## src/rtl/ram_queue_arbiter.sv

```systemverilog
// rtl/ram_queue_arbiter.sv - circular queue controller over a shared-address single-port RAM
// Arbitrates push and pop for the one address bus and sequences the RAM enables.
module ram_queue_arbiter #(
  parameter int WORD_W = 8,
  parameter int ADDR_W = 4,
  parameter int DEPTH  = 16
) (
  input  logic              clk,
  input  logic              rst,
  input  logic              push_req,
  input  logic [WORD_W-1:0] push_data,
  output logic              push_ack,
  input  logic              pop_req,
  output logic              pop_ack,
  output logic              pop_valid,
  output logic [WORD_W-1:0] pop_data,
  output logic              full,
  output logic              empty,
  output logic [ADDR_W:0]   count,
  output logic [ADDR_W-1:0] ram_addr,
  output logic [WORD_W-1:0] ram_data_in,
  output logic              ram_enable_w,
  output logic              ram_enable_r,
  input  logic [WORD_W-1:0] ram_data_out
);

  typedef enum logic [1:0] {IDLE, WRITE, READ, READ_WAIT} state_t;
  typedef enum logic {GRANT_POP, GRANT_PUSH} side_t;

  localparam logic [ADDR_W:0] FULL_COUNT = (ADDR_W+1)'(DEPTH);

  state_t            state;
  side_t             last_grant;
  logic [ADDR_W-1:0] wr_ptr;
  logic [ADDR_W-1:0] rd_ptr;
  logic              push_elig;
  logic              pop_elig;
  logic              grant_push;
  logic              grant_pop;

  assign full      = (count == FULL_COUNT);
  assign empty     = (count == '0);
  assign push_elig = push_req && !full;
  assign pop_elig  = pop_req && !empty;

  // last_grant only matters when both sides compete; solo grants leave it alone.
  always_comb begin
    grant_push = 1'b0;
    grant_pop  = 1'b0;
    if (push_elig && pop_elig) begin
      if (last_grant == GRANT_POP) grant_push = 1'b1;
      else                         grant_pop  = 1'b1;
    end else begin
      grant_push = push_elig;
      grant_pop  = pop_elig;
    end
  end

  always_ff @(posedge clk or posedge rst) begin
    if (rst) begin
      state        <= IDLE;
      last_grant   <= GRANT_POP;
      wr_ptr       <= '0;
      rd_ptr       <= '0;
      count        <= '0;
      push_ack     <= 1'b0;
      pop_ack      <= 1'b0;
      pop_valid    <= 1'b0;
      pop_data     <= '0;
      ram_addr     <= '0;
      ram_data_in  <= '0;
      ram_enable_w <= 1'b0;
      ram_enable_r <= 1'b0;
    end else begin
      pop_valid <= 1'b0;
      case (state)
        IDLE: begin
          if (push_elig && pop_elig)
            last_grant <= grant_push ? GRANT_PUSH : GRANT_POP;
          if (grant_push) begin
            state        <= WRITE;
            push_ack     <= 1'b1;
            ram_enable_w <= 1'b1;
            ram_addr     <= wr_ptr;
            ram_data_in  <= push_data;
          end else if (grant_pop) begin
            state        <= READ;
            ram_enable_r <= 1'b1;
            ram_addr     <= rd_ptr;
          end
        end
        WRITE: begin
          state        <= IDLE;
          push_ack     <= 1'b0;
          ram_enable_w <= 1'b0;
          ram_addr     <= '0;
          ram_data_in  <= '0;
          wr_ptr       <= wr_ptr + 1'b1;
          count        <= count + 1'b1;
        end
        READ: begin
          // RAM registers the word on this edge; it appears on ram_data_out in READ_WAIT.
          state        <= READ_WAIT;
          ram_enable_r <= 1'b0;
          ram_addr     <= '0;
          pop_ack      <= 1'b1;
          rd_ptr       <= rd_ptr + 1'b1;
          count        <= count - 1'b1;
        end
        READ_WAIT: begin
          state     <= IDLE;
          pop_ack   <= 1'b0;
          pop_data  <= ram_data_out;
          pop_valid <= 1'b1;
        end
        default: state <= IDLE;
      endcase
    end
  end

endmodule
```

## config.mk

```make
export PLATFORM = sky130hd
export DESIGN_NAME = ram_queue_arbiter
export DESIGN_NICKNAME = d
export VERILOG_FILES = /design/src/rtl/ram_queue_arbiter.sv
export SDC_FILE = /design/constraint.sdc
export NUM_CORES = 1
export LEC_CHECK = 0
export ABC_AREA = 1
export CAP_MARGIN = 20
export CORE_MARGIN = 2
export CORE_UTILIZATION = 48
export DETAILED_ROUTE_END_ITERATION = 8
export PLACE_DENSITY = 0.79
export SYNTH_ARGS = -nofsm -noshare
export SYNTH_HDL_FRONTEND = slang
export SYNTH_SLANG_ARGS = --single-unit
```

## constraint.sdc

```tcl
create_clock -name clk -period 2.6 [get_ports clk]
set_input_delay 0.39 -clock clk [delete_from_list [all_inputs] [get_ports clk]]
set_output_delay 0.39 -clock clk [all_outputs]
set_load 0.005 [all_outputs]
```

**After elaboration in Yosys (flattened, before gate mapping)**

Cells that the tools add are included.

- Register bits: 40
- Output and inout port bits: 32
- Word-level logic and storage cells: 63

- Reductions and logical operators: 18
- Equal/unequal tests: 8
- Mux-type cells: 21
- Add/sub/neg operators: 4

Operators by type and width:

| cell | count |
|---|---|
| 8-bit case mux with 2 select lines | 1 |
| 5-bit case mux with 2 select lines | 1 |
| 2-bit nonzero test | 5 |
| 1-bit 2-to-1 mux | 9 |
| 4-bit by 1-bit adder with 4-bit output (second input constant) | 2 |
| 4-bit 2-to-1 mux | 2 |
| 8-bit 2-to-1 mux | 1 |
| 4-bit case mux with 2 select lines | 1 |
| 2-bit inequality test (second input constant) | 3 |
| 1-bit case mux with 2 select lines | 3 |
| 2-bit case mux with 3 select lines | 1 |
| 2-bit AND reduction | 3 |
| 5-bit by 1-bit adder with 5-bit output (second input constant) | 1 |
| 5-bit == test (second input constant) | 1 |
| 5-bit logical NOT | 1 |
| 5-bit by 1-bit subtractor with 5-bit output (second input constant) | 1 |
| 2-bit == test (second input constant) | 2 |
| 2-bit 2-to-1 mux | 2 |
| 2-bit OR reduction | 2 |
| 1-bit logical AND | 3 |
| 3-bit inequality test (second input constant) | 1 |
| 3-bit AND reduction | 1 |
| 2-bit by 1-bit == test with 1-bit output (second input constant) | 1 |
| 1-bit logical NOT | 2 |
| 2-bit logical NOT | 1 |

**Longest topological paths before layout**

- Depth after elaboration: 8
- Mapped depth: 11
- Mapped depth without buffers: 10

**Worst setup path after synthesis**

OpenSTA, ideal clock, no wires.

- Path type: reg-to-reg
- Start point: register state[0]
- End point: register count[4]
- Cell stages (with the launch flop): 12
- Data required time: 2462 ps
- Library setup time: 138 ps
- Setup slack: 349 ps
- Path buffers: 1
- Arrival: 2114 ps
- Path through: dfrtp_1 inv_1 ha_1 clkbuf_1 inv_1 fa_1 or2_2 nand2_1 a21oi_1 xor2_1 nand2_1 o21ai_0

- Longest elaborated chain between the ends: 2
- Elaborated cells on any way between the ends: 4
- Classes of those cells: 2 x eq/ne; 1 x mux; 1 x reduce/logical

RTL lines:

| item | line | text |
|---|---|---|
| from (decl) | 32 | `state_t state;` |
| from (signal assigned) | 61 | `state <= IDLE;` |
| from (signal assigned) | 81 | `state <= WRITE;` |
| from (signal assigned) | 87 | `state <= READ;` |
| 2-bit == test / 2-bit by 1-bit == test with 1-bit output (equally long branches) | 76 | `case (state)` |
| 5-bit case mux with 2 select lines / 2-bit nonzero test (equally long branches) | -- |  |
| to (signal assigned) | 99 | `count <= count + 1'b1;` |
| to (signal assigned) | 108 | `count <= count - 1'b1;` |
| to (decl) | 19 | `output logic [ADDR_W:0] count,` |

Several ways; a longest one is shown, not always the timed one.
A chain may end at the register's enable or synchronous reset.

**Final worst setup path**

Ends and elaborated chain as after synthesis.

==> flow_metrics.py <==
metrics = {
    "synthesis": {
        "ys_types": 25,
        "syn_area_um2": 1970,
        "synth_largest_area_cell": "dfrtp_1",
        "ys_warn_count": 0,
        "synth_adder_area_share_pct": 7.35,
        "syn_inst": 204,
        "synth_top_area_share_pct": 50.7,
        "synth-seq-area-share_pct": 50.7,
        "synth-xor-area-share_pct": 4.44,
        "syn_area_per_cell_um2": 9.68,
        "synth_compound_area_share_pct": 6.46,
        "synth_simple_gate_area_share_pct": 19.8,
        "synthTopCellsByCount": "40 x dfrtp_1, 40 x nand2_1, 25 x inv_1, 18 x nand3_1, 11 x a21oi_1",
        "synthArstFlopShare_pct": 100,
        "yosys_register_bits": 40,
        "synth_top_family_by_area": "simple AND/OR/NAND/NOR gates",
        "synth.area.mux_share_pct": 4.56,
        "ys.flop_type": "dfrtp_1",
        "synth.area.top_cells": "dfrtp_1 51%, nand2_1 7.6%, ha_1 6.3%",
        "synth_edf_count": 0,
        "syn_nets": 235,
    },
    "grt": {
        "gr-total-overflow": 0,
        "first_global_vias": 1356,
        "antenna_found_initial": 0,
        "grt_max_degree": 41,
        "grt_usage_pct": 18.1,
        "grt_pass1_wl_um": 6150,
    },
    "floorplan": {
        "pin_count": 52,
        "design.die.area_um2": 4640,
        "initial_utilization_pct": 49.7,
        "rows": 23,
        "die_y_um": 68.1,
        "chipWidth_um": 68.1,
        "core_area_um2": 3970,
    },
    "timing": {
        "period_share_pct": 85.2,
        "max_freq_mhz": 451,
        "slew_headroom_pct": 60.0,
        "finalSetupTns_ns": 0,
        "skew_ns": 0.00771,
        "final_max_slew_viol_count": 0,
        "finalHoldViolCount": 0,
        "setup_violations": 0,
        "tightestPinTransition_ns": 0.598,
        "period_needed_ns": 2.22,
        "rsz0062_at_grt": "no",
    },
    "setup_path": {
        "max_stage_delay_ns": 0.41,
        "slowest_stage": "dfrtp_1",
        "critPathRequiredTime_ns": 2.77,
        "rrSetupSlack_ns": 0.38,
        "path_cells": "inv_1 > ha_1 > inv_1 > fa_1 > or2_2 > nand2_1 > a21oi_1 > xor2_1 > nand2_1 > o21ai_0",
        "cp-end-kind": "flop",
        "r2r_end": "count[4]",
        "crit-reg2reg-launch": "state[0]",
        "critPathArrivalTime_ns": 2.39,
        "worst-setup-path-type": "flop to flop",
        "cp-start-kind": "flop",
        "crit_fanout": 7,
        "reg2reg_depth": 10,
    },
    "layout": {
        "layout.area.seq_um2": 1000,
        "nets": 289,
        "layout-drive-gt1-share_pct": 13.1,
        "post-route-util_pct": 66.4,
        "synthToLayoutAreaGrowth_pct": 33.5,
        "antenna_cells": 0,
        "fill_cells": 337,
        "multi_input_area_um2": 842,
        "stdcell_area_um2": 2640,
    },
    "min_path": {
        "min_from": "ram_data_in[3]",
        "hp-class": "flop to flop",
        "min_to": "ram_data_in[3]",
        "hold-path-cell-count": 2,
    },
    "routing": {
        "drc_errors": 0,
        "avgRoutedWirePerCell_um": 12.3,
        "routed_wl_um": 3790,
        "ant_nets": 0,
        "vias_per_cell": 4.83,
        "drt_first_pass_iters": 4,
        "first_iter_violations": 83,
        "via_count": 1492,
    },
    "clock_tree": {
        "post_cts_resized": 0,
        "clk_pin_slew_ns": 0.08,
        "root_buffer": "clkbuf_8",
        "ctsHtreeMaxLevel": 2,
        "worst_skew_pair.late_latency_ns": 0.29,
        "cts_sinks": 40,
        "numCtsBuffers": 5,
        "cts_setup_buffers": 0,
        "clock_path_buffers": 2,
        "ctsHoldBuffers": 0,
        "cts_tree": "built",
    },
    "place": {
        "gp_congestion": 0.811,
        "placed_cell_area_um2": 2530,
        "dp_hpwl_um": 2720,
        "portBuffers": 51,
    },
    "power": {
        "vdd_drop_max_uv": 747,
        "total_power_uw": 3300,
        "power_leakage_uw": 0.00127,
        "power_density_nw_per_um2": 1250,
    },
    "outcome": {
        "outcome": "finished, final reports clean",
    },
    "run": {
        "max_cap_violations": 0,
    },
}
-- cell usage in the layout (no fill, tap or decap), drive strengths merged, types with 2 or more instances in the layout --
| cell type | instances |
|---|---|
| mux2 | 8 |
| nand4 | 2 |
| nand3 | 21 |
| ha | 10 |
| xnor2 | 2 |
| clkdlybuf4s50 | 51 |
| xor2 | 8 |
| clkbuf | 6 |
| a21oi | 11 |
| dfrtp | 40 |
| buf | 2 |
| inv | 26 |
| nor2 | 8 |
| nand2 | 48 |
| o21ai | 10 |
-- how the worst max path moves through the flow --
stage | end | cells after the start | start | slack (ns)
2_1_floorplan | count[4] | 11 | state[0] | 0.35
3_5_place_dp | count[4] | 10 | state[0] | 0.40
6_report | count[4] | 10 | state[0] | 0.38
4_1_cts | count[4] | 10 | state[0] | 0.38
5_1_grt | count[4] | 10 | state[0] | 0.23
3_3_place_gp | count[4] | 10 | state[0] | 0.51
-- per-stage QoR --
stage                     std cells  hold WS [ns]  setup slack, ns
after floorplan                 204         0.465            0.349
after global placement          301         0.455            0.506
after detailed placement        301         0.458            0.397
after CTS                       309         0.479            0.376
after global routing            309         0.505            0.225
final                           309         0.474            0.384
-- state kept, by name, indices dropped and copies added (netlist names) --
signal        flops
ram_enable_w      1
pop_valid         1
wr_ptr            4
pop_ack           1
ram_enable_r      1
rd_ptr            4
pop_data          8
state             2
ram_addr          4
count             5
ram_data_in       8
last_grant        1
-- layout make-up --
type                       instances  share of cell area [%]
clock inverter                     2                    1.33
clock buffer                       6                    2.75
timing repair buffer              53                    19.9
multi-input combinational        132                    31.9
tap                               50                    2.37
inverter                          26                    3.70
sequential                        40                    38.0
-- report_power, final --
group / total [µW] / switching [µW] / internal [µW]
sequential: 1120 / 203 / 912
combinational: 1680 / 846 / 838
clock: 498 / 213 / 285
total: 3300 / 1260 / 2030
-- logic make-up after synthesis --
logic type	count (synthesis)
mux	8
xor+xnor	10
flops	40
simple gates	82
buf+inv	32
compound gates	21
fa+ha+maj	11
-- critical path: cells and delay by family, from the launching register on --
family          cells  cell delay [ns]
compound gates      2             0.15
xor+xnor            1             0.14
fa+ha+maj           2             0.71
simple gates        3             0.45
buf+inv             2             0.24
flops               1             0.41
-- metal layers --
layer	track usage (%)	vias up	routed length, µm
li1	-	754	-
met1	23.4	700	1730
met2	29.0	34	1820
met3	5.59	4	200
met4	6.00	0	31
met5	0	-	0
Note: power is estimated with default switching activity, not from simulation.
